## src/rtl/fb_arbiter_pkg.sv

```systemverilog
// Shared framebuffer geometry, word widths and the queued-write record.
package fb_arbiter_pkg;

    localparam int FB_W      = 240;
    localparam int FB_H      = 160;
    localparam int FB_PIXELS = FB_W * FB_H;
    localparam int PIX_W     = 15;
    localparam int MEM_W     = 16;
    localparam int ADDR_W    = 16;

    // One pending pixel write: target word address plus RGB555 colour.
    typedef struct packed {
        logic [ADDR_W-1:0] addr;
        logic [PIX_W-1:0]  data;
    } wr_entry_t;

    // RGB555 pixels occupy the low bits of a memory word; the top bit is zero.
    function automatic logic [MEM_W-1:0] pix_to_word(input logic [PIX_W-1:0] pix);
        return {1'b0, pix};
    endfunction

endpackage

```

## src/rtl/fb_wr_fifo.sv

```systemverilog
// Synchronous write queue holding pixel writes until the memory port is free.
module fb_wr_fifo
    import fb_arbiter_pkg::*;
#(
    parameter int  DEPTH = 4,
    localparam int PTR_W = $clog2(DEPTH),
    localparam int LVL_W = PTR_W + 1
) (
    input  logic             clk,
    input  logic             rst,
    input  logic             push,
    input  wr_entry_t        push_entry,
    input  logic             pop,
    output wr_entry_t        head,
    output logic             full,
    output logic             empty,
    output logic [LVL_W-1:0] level
);

    wr_entry_t        slot_q [DEPTH];
    wr_entry_t        slot_d [DEPTH];
    logic [PTR_W-1:0] wr_ptr_q, wr_ptr_d;
    logic [PTR_W-1:0] rd_ptr_q, rd_ptr_d;
    logic [LVL_W-1:0] count_q, count_d;
    logic             do_push;
    logic             do_pop;

    assign full    = (count_q == LVL_W'(DEPTH));
    assign empty   = (count_q == '0);
    assign do_push = push && !full;
    assign do_pop  = pop && !empty;
    assign head    = slot_q[rd_ptr_q];
    assign level   = count_q;

    // Next pointers and occupancy; pointers wrap naturally since DEPTH is a power of two.
    always_comb begin
        wr_ptr_d = wr_ptr_q;
        rd_ptr_d = rd_ptr_q;
        count_d  = count_q;
        if (do_push) begin
            wr_ptr_d = wr_ptr_q + PTR_W'(1);
        end
        if (do_pop) begin
            rd_ptr_d = rd_ptr_q + PTR_W'(1);
        end
        case ({do_push, do_pop})
            2'b10:   count_d = count_q + LVL_W'(1);
            2'b01:   count_d = count_q - LVL_W'(1);
            default: count_d = count_q;
        endcase
    end

    // Storage update: only the slot under the write pointer changes.
    always_comb begin
        slot_d = slot_q;
        if (do_push) begin
            slot_d[wr_ptr_q] = push_entry;
        end
    end

    // Control state is reset; an emptied queue makes stale slot contents unreachable.
    always_ff @(posedge clk) begin
        if (rst) begin
            wr_ptr_q <= '0;
            rd_ptr_q <= '0;
            count_q  <= '0;
        end else begin
            wr_ptr_q <= wr_ptr_d;
            rd_ptr_q <= rd_ptr_d;
            count_q  <= count_d;
        end
    end

    // Slot storage carries data only and needs no reset.
    always_ff @(posedge clk) begin
        slot_q <= slot_d;
    end

endmodule

```

## src/rtl/fb_arbiter.sv

```systemverilog
// Single-port framebuffer arbiter: scanout reads win every cycle, queued pixel
// writes drain into idle cycles, out-of-range writes raise a sticky error.
module fb_arbiter #(
    parameter int FIFO_DEPTH = 4,
    parameter int FB_PIXELS  = fb_arbiter_pkg::FB_PIXELS
) (
    input  logic        clk,
    input  logic        rst,
    input  logic        vga_req,
    input  logic [15:0] vga_addr,
    output logic [15:0] vga_data,
    input  logic        wr_valid,
    output logic        wr_ready,
    input  logic [15:0] wr_addr,
    input  logic [14:0] wr_data,
    input  logic        err_clr,
    output logic        err_oob,
    output logic [2:0]  level,
    output logic [15:0] mem_addr,
    output logic        mem_we,
    output logic [15:0] mem_wdata,
    input  logic [15:0] mem_rdata
);

    import fb_arbiter_pkg::*;

    localparam int              LVL_W     = $clog2(FIFO_DEPTH) + 1;
    localparam logic [ADDR_W:0] PIX_LIMIT = (ADDR_W + 1)'(FB_PIXELS);

    wr_entry_t        push_entry;
    wr_entry_t        head;
    logic             fifo_full;
    logic             fifo_empty;
    logic [LVL_W-1:0] fifo_level;
    logic             wr_accept;
    logic             wr_in_range;
    logic             fifo_push;
    logic             fifo_pop;

    logic             err_oob_q, err_oob_d;
    logic             rd_pend_q, rd_pend_d;
    logic [MEM_W-1:0] vga_hold_q, vga_hold_d;

    assign wr_ready    = !fifo_full && !rst;
    assign wr_accept   = wr_valid && wr_ready;
    assign wr_in_range = ({1'b0, wr_addr} < PIX_LIMIT);
    assign fifo_push   = wr_accept && wr_in_range;
    assign fifo_pop    = mem_we;
    assign push_entry  = '{addr: wr_addr, data: wr_data};

    fb_wr_fifo #(
        .DEPTH (FIFO_DEPTH)
    ) u_wr_fifo (
        .clk        (clk),
        .rst        (rst),
        .push       (fifo_push),
        .push_entry (push_entry),
        .pop        (fifo_pop),
        .head       (head),
        .full       (fifo_full),
        .empty      (fifo_empty),
        .level      (fifo_level)
    );

    assign level = 3'(fifo_level);

    // Memory port mux: scanout first, then the queue head, otherwise park at address 0.
    always_comb begin
        mem_addr  = '0;
        mem_we    = 1'b0;
        mem_wdata = '0;
        if (vga_req) begin
            mem_addr = vga_addr;
        end else if (!fifo_empty && !rst) begin
            mem_addr  = head.addr;
            mem_wdata = pix_to_word(head.data);
            mem_we    = 1'b1;
        end
    end

    // Sticky error, read-pending tracker and last-delivered scanout word.
    always_comb begin
        err_oob_d = err_oob_q;
        if (err_clr) begin
            err_oob_d = 1'b0;
        end
        if (wr_accept && !wr_in_range) begin
            err_oob_d = 1'b1;
        end
        rd_pend_d  = vga_req;
        vga_hold_d = rd_pend_q ? mem_rdata : vga_hold_q;
    end

    // Register the arbiter-local state.
    always_ff @(posedge clk) begin
        if (rst) begin
            err_oob_q  <= 1'b0;
            rd_pend_q  <= 1'b0;
            vga_hold_q <= '0;
        end else begin
            err_oob_q  <= err_oob_d;
            rd_pend_q  <= rd_pend_d;
            vga_hold_q <= vga_hold_d;
        end
    end

    assign err_oob  = err_oob_q;
    assign vga_data = rd_pend_q ? mem_rdata : vga_hold_q;

endmodule

```

## config.mk

```make
export PLATFORM = sky130hd
export DESIGN_NAME = fb_arbiter
export DESIGN_NICKNAME = d
export VERILOG_FILES = /design/src/rtl/fb_arbiter_pkg.sv /design/src/rtl/fb_wr_fifo.sv /design/src/rtl/fb_arbiter.sv
export SDC_FILE = /design/constraint.sdc
export NUM_CORES = 1
export LEC_CHECK = 0
export ABC_AREA = 1
export BUFFER_PORTS_ARGS = -buffer_cell sky130_fd_sc_hd__clkbuf_2
export CORE_ASPECT_RATIO = 0.8
export CORE_MARGIN = 3
export CORE_UTILIZATION = 50
export CTS_CLUSTER_DIAMETER = 200
export CTS_CLUSTER_SIZE = 24
export DETAILED_ROUTE_END_ITERATION = 10
export GPL_TIMING_DRIVEN = 0
export HOLD_SLACK_MARGIN = 0.05
export PLACE_DENSITY = 0.8
export SYNTH_ARGS = -nofsm -noshare
export SYNTH_HDL_FRONTEND = slang
export SYNTH_SLANG_ARGS = --single-unit
```

## constraint.sdc

```tcl
create_clock -name clk -period 3.5 [get_ports clk]
set_input_delay 0.35 -clock clk [delete_from_list [all_inputs] [get_ports clk]]
set_output_delay 0.35 -clock clk [all_outputs]
set_load 0.02 [all_outputs]
```

======== After elaboration in Yosys (flattened, before gate mapping) ========
Index checks and enable logic that the tools add are counted.
cells by class
  magnitude comparators ................... 4
  muxes and demuxes ....................... 16
  bitwise gates (word level) .............. 2
  eq/ne operators ......................... 3
  reductions and logical operators ........ 15
  $add $sub $neg .......................... 4
  shift operators ......................... 0
  multipliers ............................. 0
  divide/modulo/power cells ............... 0
operators by type and width
  operator              count
  $bwmux 124            1
  $mux 31               3
  $bmux 31 s2           1
  $demux 31 s2          1
  $mux 16               3
  $mux 15               2
  $lt 16x16->1 const B  1
  $logic_and 1x1->1     8
  $ge 3x3->1 const B    2
  $not 2->3             2
  $pmux 3 s2            1
  $add 2x1->2 const B   2
  $logic_not 1->1       4
  $mux 1                4
  $reduce_bool 2->1     2
  $add 3x1->3 const B   1
  $eq 3x3->1 const B    1
  $logic_not 3->1       1
  $lt 3x1->1 const B    1
  $sub 3x1->3 const B   1
  $eq 2x1->1 const B    1
  $eq 2x2->1 const B    1
storage, ports and cells
  word-level logic and storage cells ...... 58
  bits in registers ....................... 149
  memories kept ........................... 0
  memory bits (writable) .................. 0
  bits in latches ......................... 0
  output and inout port bits .............. 54
  memory bits (read-only) ................. 0

======== Depth between registers and ports, before layout ========
Gate-level depths: netlist (run 1).
  depth in word-level cells ............... 8
  depth in mapped cells ................... 13

======== Hierarchy ========
A second synthesis (run 1) with hierarchy kept.
second synthesis, totals
  cells, all modules ...................... 523
  area total of the unflattened synthesis .. 6,064.6 µm²
modules (own cells, without submodules)
  module      area an instance (µm²)  cells each  sequential area each (µm²)  instances
  fb_wr_fifo  5,029.8                 365         3,863.7                     1
  fb_arbiter  1,034.7                 158         360.3                       1

======== Worst setup path before layout (run 1) ========
OpenSTA, ideal clock, no wires.
  kind .................................... reg2reg
  start ................................... register u_wr_fifo.count_q[1] (netlist: u_wr_fifo.level[1])
  end ..................................... register u_wr_fifo.slot_q[0] (netlist name), enable pin
  slack ................................... 754 ps
  arrival ................................. 2,327 ps
  data required time ...................... 3,081 ps
  cell stages (with the launch flop) ...... 7
  clock period less this slack ............ 2,746 ps
  path through ............................ dfxtp_1 -> inv_1 -> nand3_1 -> nand3_1 -> nor2_2 -> inv_1 -> nor2_1
on the way
  longest elaborated chain between the ends .. 6
ends and longest elaborated chain
  item                      line                                source
  start: declaration        fb_wr_fifo.sv:24                    logic [LVL_W-1:0] count_q, count_d;
  start signal: assignment  fb_wr_fifo.sv:70                    count_q <= count_d;
  $eq 3x3->1 *              fb_wr_fifo.sv:28                    assign full = (count_q == LVL_W'(DEPTH));
  $logic_not 1->1 *         fb_wr_fifo.sv:30, fb_arbiter.sv:44
  $logic_and 1x1->1         fb_arbiter.sv:44                    assign wr_ready = !fifo_full && !rst;
  $logic_and 1x1->1         fb_arbiter.sv:45                    assign wr_accept = wr_valid && wr_ready;
  $logic_and 1x1->1         fb_arbiter.sv:47                    assign fifo_push = wr_accept && wr_in_range;
  $logic_and 1x1->1 *       fb_wr_fifo.sv:30                    assign do_push = push && !full;
  end signal: assignment    fb_wr_fifo.sv:76                    slot_q <= slot_d;
  end: declaration          fb_wr_fifo.sv:20                    wr_entry_t slot_q [DEPTH];
Mark *: on every way between the ends. The rest lies on a longest branch, timed or not.
A chain may end at the register's enable or synchronous reset.

======== Worst setup path in the final report (run 1) ========
  start ................................... register u_wr_fifo.count_q[0] (netlist: u_wr_fifo.level[0])
  end ..................................... register u_wr_fifo.count_q[2] (netlist: u_wr_fifo.level[2])
on the way
  longest elaborated chain between the ends .. 8
  elaborated cells between the ends (all ways) .. 18
  those cells by class .................... add/sub: 2; eq/ne: 3; mux: 3; reduce/logical: 10
ends and longest elaborated chain
  item                                             line                                source
  $logic_not 3->1 or $eq 3x3->1 (tied branches)    fb_wr_fifo.sv:29, fb_wr_fifo.sv:28
  $logic_not 1->1, on equally long branches        n/a
  $logic_and 1x1->1, on equally long branches      fb_arbiter.sv:74, fb_arbiter.sv:44
  $mux 1 or $logic_and 1x1->1 (tied branches)      fb_arbiter.sv:74, fb_arbiter.sv:45
  $mux 1 or $logic_and 1x1->1 (tied branches)      fb_arbiter.sv:72, fb_arbiter.sv:47
  $logic_and 1x1->1, on equally long branches      fb_wr_fifo.sv:31, fb_wr_fifo.sv:30
  $eq 2x1->1 or $eq 2x2->1 (tied branches)         fb_wr_fifo.sv:46                    case ({do_push, do_pop})
  $pmux 3 s2 or $reduce_bool 2->1 (tied branches)  n/a
Several ways; a longest one is shown, not always the timed one.

==> results of run 1 <==
[power by group through the flow]
| stage | Combinational (µW) | Sequential [µW] | Clock, µW |
|---|---|---|---|
| 2_1_floorplan | 184 | 2010 | 0 |
| 3_3_place_gp | 307 | 2000 | 0 |
| 3_5_place_dp | 329 | 2010 | 0 |
| 4_1_cts | 333 | 1970 | 1780 |
| 5_1_grt | 365 | 1970 | 1860 |
| 6_report | 332 | 1970 | 1760 |
[critical path: stages (launching register included)]
cell     delay [ns]
dfxtp_1        0.32
inv_1          0.15
nand3_1        0.11
nand3_1        0.10
nor2_2         0.07
inv_1          0.30
ha_1           0.23
inv_1          0.07
fa_1           0.38
or2_2          0.31
nand2_1        0.08
o21ai_0        0.07
a21oi_1        0.12
[Yosys cell counts (2+ instances only)]
cell,n,area share [%]
nand2_1,126,7.7
nand3_1,36,2.9
buf_2,10,0.81
o21ai_1,17,1.4
inv_1,34,2.1
inv_2,4,0.24
nor2_1,71,4.3
a21oi_2,2,0.28
ha_1,5,1.0
clkbuf_1,3,0.18
edfxtp_1,124,60
clkbuf_2,2,0.16
buf_4,7,0.85
buf_6,9,1.6
o21ai_0,33,2.7
dfxtp_1,25,8.1
a21oi_1,52,4.2
[routing by layer]
metal	part of all wire [%]	routed length, µm	up-vias
met5	0	0	-
met4	1.9	287	0
met3	7.6	1153	26
met2	50	7596	211
met1	40	6050	2223
li1	-	-	2215
[through the flow]
step           setup WS (ns)  cell area (µm²)  instances
2_1_floorplan         0.7536             6166        568
6_report               1.132             7655        872
3_3_place_gp         -0.3212             6947        835
4_1_cts                1.121             7652        871
3_5_place_dp           1.035             7079        839
5_1_grt               0.8922             7655        872
[how the worst min path moves through the flow]
stage / startpoint / end / slack [ns]
after CTS: wr_data[10] / u_wr_fifo.slot_q[72]$_DFFE_PP_ / 0.14
after floorplan: vga_hold_q[14]$_SDFF_PP0_ / vga_hold_q[14]$_SDFF_PP0_ / 0.45
after global placement: vga_hold_q[9]$_SDFF_PP0_ / vga_hold_q[9]$_SDFF_PP0_ / 0.46
after detailed placement: err_oob$_SDFFE_PP0P_ / err_oob$_SDFFE_PP0P_ / 0.46
after global routing: wr_addr[3] / u_wr_fifo.slot_q[111]$_DFFE_PP_ / 0.14
final: wr_data[0] / u_wr_fifo.slot_q[93]$_DFFE_PP_ / 0.15
[flip-flops by register name, summed over array words and instances, names as in the netlist]
| signal | count |
|---|---|
| u_wr_fifo.slot_q | 124 |
| rd_pend_q | 1 |
| vga_hold_q | 16 |
| u_wr_fifo.wr_ptr_q | 2 |
| u_wr_fifo.level | 3 |
| u_wr_fifo.rd_ptr_q | 2 |
| err_oob | 1 |
[cell families after synthesis]
logic type	share of synthesized area, %
simple gates	15.28
flops	68.51
compound gates	8.563
buf+inv	6.108
fa+ha+maj	1.339
xor+xnor	0.1421
other cells	0.06082
[final cells by class]
type	count	area, µm²
inverter	39	147.6
fill	873	4125
antenna	1	2.502
multi-input combinational	348	1595
buffer	32	229.0
timing repair buffer	123	698.2
tap	148	185.2
clock inverter	12	136.4
sequential	149	4224
clock buffer	20	436.7
==> flow_summary.toml, run 1 <==
[status]
status = "completed"

[finish]
area_growth_pct = 24.15
mostFrequentLayoutCell = "nand2_1"
final_cell_mix = "126 x nand2_1, 124 x edfxtp_1, 121 x clkbuf_2"
drive_gt1_share_pct = 26.56
final_nets = 784
fin_util_pct = 64.98

[drt]
antenna_left = 0
routed_wl_um = 15090
dr.pass1.iters = 5
num_vias = 4675
drcViolationCount = 0
wl_per_cell_um = 17.30
drt_iter0_markers = 456
avgViaCountPerCell = 5.361

[global_route]
antenna_found_initial = 1
grt_overflow_total = 0
grt.busiest_layer = "met2"
grtUsageMet1_pct = 28.55
grt_use_total_pct = 22.35
grt_util_met2_pct = 35.83
grt_pass1_wl_um = 23140
use_met3_pct = 5.370
grt_max_degree = 22
grt_pass1_vias = 4661

[critical_path]
cp-start-kind = "flop"
r2r_end = "u_wr_fifo.level[2]$_SDFFE_PP0P_"
ff2ff_setup_slack_ns = 1.13
crit_end = "u_wr_fifo.level[2]$_SDFFE_PP0P_"
worstSetupStartpoint = "u_wr_fifo.level[0]$_SDFFE_PP0P_"
reg2reg_depth = 12
r2r-start = "u_wr_fifo.level[0]$_SDFFE_PP0P_"
cp_max_fo = 5
crit_type = "flop to flop"
crit_required_ns = 3.85
end_kind = "flop"
arrival_ns = 2.72

[cts]
cts_sinks = 149
clkTransAtPathRegs_ns = 0.06
clock_latency_ns = 0.42
post_cts_resized = 0
root_buffer = "clkbuf_16"
cts_buffers = 17
clock_path_buffers = 2
cts-htree-levels = 4
cts_hold_buf = 0
cts_tree = "built"
post_cts_buffers = 0

[synthesis]
synth-main-ff-cell = "edfxtp_1"
ys_ff_latch = 149
postSynthCellCount = 568
synthesis.nets = 642
synth_cell_types = 25
yosysWarnings = 0
syn_area_um2 = 6166
ys_seq_area_share_pct = 68.51
async_flop_share_pct = 0
synth_edf_count = 124
syn_area_per_cell_um2 = 10.86

[die]
rows = 35
die_height_um = 105.3
core_area_um2 = 11780
start_util_pct = 52.34
die_w_um = 130.2
pin_count = 122
die_area_um2 = 13710

[timing]
tns_ns = 0
slew_headroom_pct = 57.31
fin_crit_ns = 2.368
slew_violations = 0
holdWs_ns = 0.1497
final-hold-violation-count = 0
setup_viol = 0
finClkSkew_ns = 0.006335
fmax_mhz = 422.2
finalCritPeriodShare_pct = 67.67
grt_setup_unrepaired = "no"
tightest_slew_ns = 0.6404

[worst_hold_path]
min_path_type = "primary input to flop"
whs_path_depth = 1

[pwr]
switching_share_pct = 21.82
clockPowerShare_pct = 43.4
power.leakage_uw = 0.003175
ir_drop_mv = 0.3499
power_density_nw_per_um2 = 530.9
power.internal_uw = 3177
report.power.total_uw = 4064
p_comb_share_pct = 8.2
p_sw_uw = 886.8
seqPwrFrac_pct = 48.4

[placement]
routabilityCongestion = 0.8171
io_buffers = 119
dp_hpwl_um = 10060

[run]
cap_violations = 0
No activity file was read; power rests on OpenSTA's default activity.
==> run 2, diff against run 1 <==
Settings changed: CORE_UTILIZATION 50 to 49, PLACE_DENSITY 0.8 to 0.82.
Clock period 3.5 ns to 1.9 ns, I/O delays scaled along.
==> run 2 against run 1 <==
Effect of this change: the flow now finishes with violations (setup timing); combinational power increased to 2.7 times the previous value; die area is 1.9% higher; total power is 98% higher; register-to-register slack got worse by 1.3 ns; critical path type unchanged.
==> flow_summary.toml, run 2 (same netlist as run 1, synthesis figures left out) <==
[critical_path]
worstSetupStartpoint = "u_wr_fifo.level[0]$_SDFFE_PP0P_"
arrival_ns = 2.41
crit_slowest_cell = "dfxtp_4"
crit_family = "adder cells"
r2r_end = "u_wr_fifo.level[2]$_SDFFE_PP0P_"
ff2ff_setup_slack_ns = -0.20
crit_end = "u_wr_fifo.level[2]$_SDFFE_PP0P_"
crit_buf_inv = 4
cp_max_fo = 5
crit_required_ns = 2.21
crit_type = "flop to flop"
r2r-start = "u_wr_fifo.level[0]$_SDFFE_PP0P_"
cp-start-kind = "flop"
crit_chain = "inv_4 -> nand3_2 -> nand3_2 -> nor2_4 -> inv_4 -> buf_6 -> ha_4 -> inv_2 -> fa_2 -> a21oi_1 -> nand2_2 -> o21ai_1 -> a21oi_1"
path_depth = 13
end_kind = "flop"
reg2reg_depth = 13
cp_slowest_stage_delay_ns = 0.36

[die]
start_util_pct = 51.76
die_area_um2 = 13970
die_w_um = 131.4
core_area_um2 = 11910
rows = 35
pin_count = 122
die_height_um = 106.3

[drt]
drcViolationCount = 0
dr.pass1.iters = 5
wl_per_cell_um = 21.04
drt_iter0_markers = 702
antenna_left = 0
routed_wl_um = 20030
avgViaCountPerCell = 5.733
num_vias = 5458

[finish]
mostFrequentLayoutCell = "edfxtp_1"
largest_register_ffs = 124
final_nets = 847
final_cell_mix = "124 x edfxtp_1, 108 x nand2_1, 91 x clkbuf_2"
diodes = 0
regMostFlops = "u_wr_fifo.slot_q"
fin_util_pct = 74.62
stdcell_area_um2 = 8889
drive_gt1_share_pct = 36.77
area_growth_pct = 44.16

[global_route]
grt_pass1_wl_um = 26360
grt_use_total_pct = 24.37
antenna_found_initial = 0
grt_pass1_vias = 5286
grt_overflow_total = 0
grt_max_degree = 32

[pwr]
p_comb_share_pct = 11.1
power_density_nw_per_um2 = 907.3
switching_share_pct = 23.19
p_sw_uw = 1871
power.internal_uw = 6194
ir_drop_mv = 0.7039
power.leakage_uw = 0.003612
seqPwrFrac_pct = 45.0
clockPowerShare_pct = 43.8

[timing]
fin_crit_ns = 2.102
tns_ns = -19.60
fmax_mhz = 475.6
slew_headroom_pct = 25.68
final-hold-violation-count = 0
holdWs_ns = 0.05051
tightest_slew_ns = 1.112
setup_viol = 142
finalCritPeriodShare_pct = 110.7
finClkSkew_ns = 0.01284
worst_slack_ns = -0.2024
grt_setup_unrepaired = "yes"
slew_violations = 0

[cts]
root_buffer = "clkbuf_16"
cts_hold_buf = 44
cts_buffers = 17
clkTransAtPathRegs_ns = 0.06
clock_latency_ns = 0.43
cts_sinks = 149
clock_path_buffers = 2
cts_tree = "built"
cts-htree-levels = 4

[run]
cap_violations = 0

[placement]
routabilityCongestion = 0.7858
place_area_um2 = 7041
io_buffers = 119
dp_hpwl_um = 9697

[worst_hold_path]
hp-start = "mem_rdata[15]"
min_path_type = "primary input to flop"

[status]
status = "finished with violations"
violations = "setup timing"
## run 2: what timing repair did
item / CTS / global route
pin swaps: 5 / 29
setup buffers: 11 / 7
resized for setup: 20 / 181
endpoints found under the setup margin: 137 / 167
endpoints found under the hold margin: 137 / 4
cloned: 0 / 5
## run 2: stage by stage
step / setup slack (ns) / std cells / power, µW
after CTS: -0.1127 / 940 / 7812
final: -0.2024 / 952 / 8065
after floorplan: 0.006531 / 568 / 4046
after detailed placement: -0.3518 / 853 / 4296
after global routing: -0.3472 / 952 / 8238
after global placement: -0.3302 / 853 / 4269
## run 2: how the worst min path moves through the flow
stage,cells after the start,end
finish,3,vga_hold_q[15]$_SDFF_PP0_
global route,1,u_wr_fifo.slot_q[122]$_DFFE_PP_
CTS,1,u_wr_fifo.slot_q[29]$_DFFE_PP_
detailed placement,1,u_wr_fifo.slot_q[96]$_DFFE_PP_
global placement,1,u_wr_fifo.slot_q[12]$_DFFE_PP_
floorplan,0,u_wr_fifo.slot_q[0]$_DFFE_PP_
## run 2: power groups by stage
stage | registers (µW) | clock network, µW | logic [µW]
after detailed placement | 3690 | 0 | 602
final | 3630 | 3530 | 898
after floorplan | 3690 | 0 | 351
after global routing | 3630 | 3650 | 950
after global placement | 3690 | 0 | 579
after CTS | 3630 | 3470 | 717
## run 2: cell type report
type / instances / area [µm²]
clock inverter: 4 / 21.27
buffer: 32 / 335.3
tap: 166 / 207.7
timing repair buffer: 186 / 1433
sequential: 149 / 4239
clock buffer: 28 / 614.3
inverter: 39 / 170.2
multi-input combinational: 348 / 1868
fill: 683 / 3023
## run 2: worst min-delay path: cells and delay by family
| family | cells | cell delay, ns |
|---|---|---|
| compound gates | 1 | 0.07 |
| buf+inv | 1 | 0.08 |
| simple gates | 1 | 0.07 |
## run 2: metal layers
layer  vias to the layer above  part of all wire, %  global-route usage [%]
met2                       410                   51                   41.65
met1                      2630                   37                   29.41
met5                         -                    0                       0
met3                        70                  9.0                   5.960
li1                       2348                    -                       -
met4                         0                  3.5                   11.24
==> run 3, diff against run 2 <==
Settings changed: CORE_MARGIN 3 to 4.
==> run 3 against run 2 <==
Effect of this change: the run still ends with setup timing left; register-to-register slack better by 0.07 ns; design area increased by 0.59%; clock skew up 0.00052 ns; setup slack better by 0.065 ns; non-clock buffer count is 9 higher; die area is 3.4% higher; critical path type unchanged; largest cell class unchanged; highest routed layer unchanged.
==> flow_summary.toml, run 3 (same netlist as run 1, synthesis figures left out) <==
[finish]
stdcell_count = 970
num-fill-cells = 734
final_cell_mix = "124 x edfxtp_1, 116 x nand2_1, 95 x clkbuf_2"
mostFrequentLayoutCell = "edfxtp_1"
stdcell_area_um2 = 8941
final_nets = 860
regMostFlops = "u_wr_fifo.slot_q"
area_growth_pct = 45.01
fin_util_pct = 72.98
largest_register_ffs = 124
diodes = 0
drive_gt1_share_pct = 34.67

[critical_path]
cp_max_fo = 15
cp_slowest_stage_delay_ns = 0.81
arrival_ns = 2.08
crit_required_ns = 1.95
crit_buf_inv = 2
end_kind = "flop"
crit_family = "simple AND/OR/NAND/NOR gates"
crit_type = "flop to flop"
crit_chain = "inv_6 -> nand3_4 -> nand3_4 -> nor2_4 -> inv_4 -> nor2_2"
reg2reg_depth = 6
crit_top_cell = "nand3_4"
r2r-start = "u_wr_fifo.level[0]$_SDFFE_PP0P_"
cp-start-kind = "flop"
r2r_end = "u_wr_fifo.slot_q[18]$_DFFE_PP_"
crit_slowest_cell = "nor2_2"
worstSetupStartpoint = "u_wr_fifo.level[0]$_SDFFE_PP0P_"
ff2ff_setup_slack_ns = -0.14

[timing]
worst_slack_ns = -0.1373
finClkSkew_ns = 0.01336
finalCritPeriodShare_pct = 107.2
final-hold-violation-count = 0
setup_viol = 50
tns_ns = -2.797
slew_violations = 0
slew_headroom_pct = 30.47
grt_setup_unrepaired = "yes"
fmax_mhz = 490.9
tightest_slew_ns = 1.042
fin_crit_ns = 2.037

[die]
rows = 36
die_area_um2 = 14450
start_util_pct = 50.33
core_area_um2 = 12250
pin_count = 122
die_w_um = 133.4
die_height_um = 108.3

[drt]
routed_wl_um = 22350
wl_per_cell_um = 23.04
drt_iter0_markers = 961
antenna_left = 0
num_vias = 5808
dr.pass1.iters = 6
drcViolationCount = 0
avgViaCountPerCell = 5.988

[cts]
cts_tree = "built"
cts-htree-levels = 4
clock_path_buffers = 2
cts_buffers = 17
root_buffer = "clkbuf_16"
clock_latency_ns = 0.44
clkTransAtPathRegs_ns = 0.06
cts_sinks = 149

[pwr]
power_density_nw_per_um2 = 908.0
power.leakage_uw = 0.003626
switching_share_pct = 24.21
ir_drop_mv = 0.5698
seqPwrFrac_pct = 44.7
power.internal_uw = 6153
p_sw_uw = 1965
p_comb_share_pct = 11.4
clockPowerShare_pct = 43.8

[placement]
routabilityCongestion = 0.8120
dpl.cell_count = 858
pre_cts_ws_ns = -0.4013
dp_hpwl_um = 9607
io_buffers = 119
place_area_um2 = 7047

[global_route]
grt_use_total_pct = 26.20
grt_max_degree = 17
grt_pass1_wl_um = 28950
antenna_found_initial = 0
grt_overflow_total = 0
grt_pass1_vias = 5538

[run]
cap_violations = 0

[status]
violations = "setup timing"
status = "finished with violations"

[worst_hold_path]
whs_endpoint = "rd_pend_q$_SDFF_PP0_"
min_path_type = "primary input to flop"
whs_path_depth = 3
hp-start = "vga_req"
## run 3: cell count changes in the layout (fill, tap and decap cells not counted), moves of 5 or more
| cell | previous run | this run |
|---|---|---|
| buf_12 | 4 | 10 |
| buf_6 | 22 | 17 |
| clkbuf_16 | 27 | 20 |
| dlygate4sd3_1 | 44 | 49 |
| nand2_1 | 108 | 116 |
| nand2_2 | 17 | 10 |
| nand3_1 | 11 | 18 |
| nand3_2 | 26 | 15 |
| nor2_2 | 0 | 5 |
| o21ai_1 | 20 | 28 |
| o21ai_2 | 11 | 3 |
## run 3: power by group through the flow
stage,combinational (µW),sequential [µW],clock [µW]
6_report,926,3630,3560
5_1_grt,968,3630,3700
4_1_cts,744,3620,3470
3_5_place_dp,603,3690,0
3_3_place_gp,582,3690,0
2_1_floorplan,351,3690,0
## run 3: timing repair
action | 4_1_cts | 5_1_grt
buffers inserted | 16 | 8
pin swaps | 7 | 22
gates cloned | 4 | 3
endpoints found under the setup margin | 142 | 79
endpoints found under the hold margin | 141 | 0
resized for setup | 29 | 137
hold buffers | 49 | 0
## run 3: layout make-up
cell class,instances,area [µm²],area share (%)
multi-input cells,352,1843,20.61
inverters,39,172.7,1.931
repair buffers,195,1524,17.04
clock buffers,21,470.5,5.262
clock inverters,11,148.9,1.665
plain buffers,32,330.3,3.694
well taps,171,214.0,2.393
flip-flops and latches,149,4238,47.40
## run 3: worst max-delay path by stage
stage	endpoint	slack [ns]	depth (start not counted)
floorplan	u_wr_fifo.level[2]$_SDFFE_PP0P_	0.007	12
finish	u_wr_fifo.slot_q[18]$_DFFE_PP_	-0.14	6
global route	mem_wdata[4]	-0.17	8
CTS	u_wr_fifo.slot_q[17]$_DFFE_PP_	-0.01	6
detailed placement	u_wr_fifo.slot_q[94]$_DFFE_PP_	-0.40	6
global placement	u_wr_fifo.slot_q[95]$_DFFE_PP_	-0.33	8
## run 3: routing by layer
layer / GRT usage, % / part of all wire [%] / up-vias / routed length (µm)
li1: - / - / 2367 / -
met1: 32.15 / 34 / 2700 / 7691
met2: 44.09 / 47 / 592 / 10570
met3: 5.256 / 12 / 149 / 2756
met4: 14.46 / 6.0 / 0 / 1330
met5: 0 / 0 / - / 0
## run 3: tightest hold or removal path, delay by kind of cell
family | cells | cell delay [ns]
simple gates | 1 | 0.06
buf+inv | 2 | 0.26
## run 3: metrics by stage
step / hold WS [ns] / power [µW]
2_1_floorplan: 0.2889 / 4046
3_3_place_gp: 0.4032 / 4272
3_5_place_dp: 0.4122 / 4297
4_1_cts: 0.09007 / 7834
5_1_grt: 0.1487 / 8299
6_report: 0.1363 / 8119
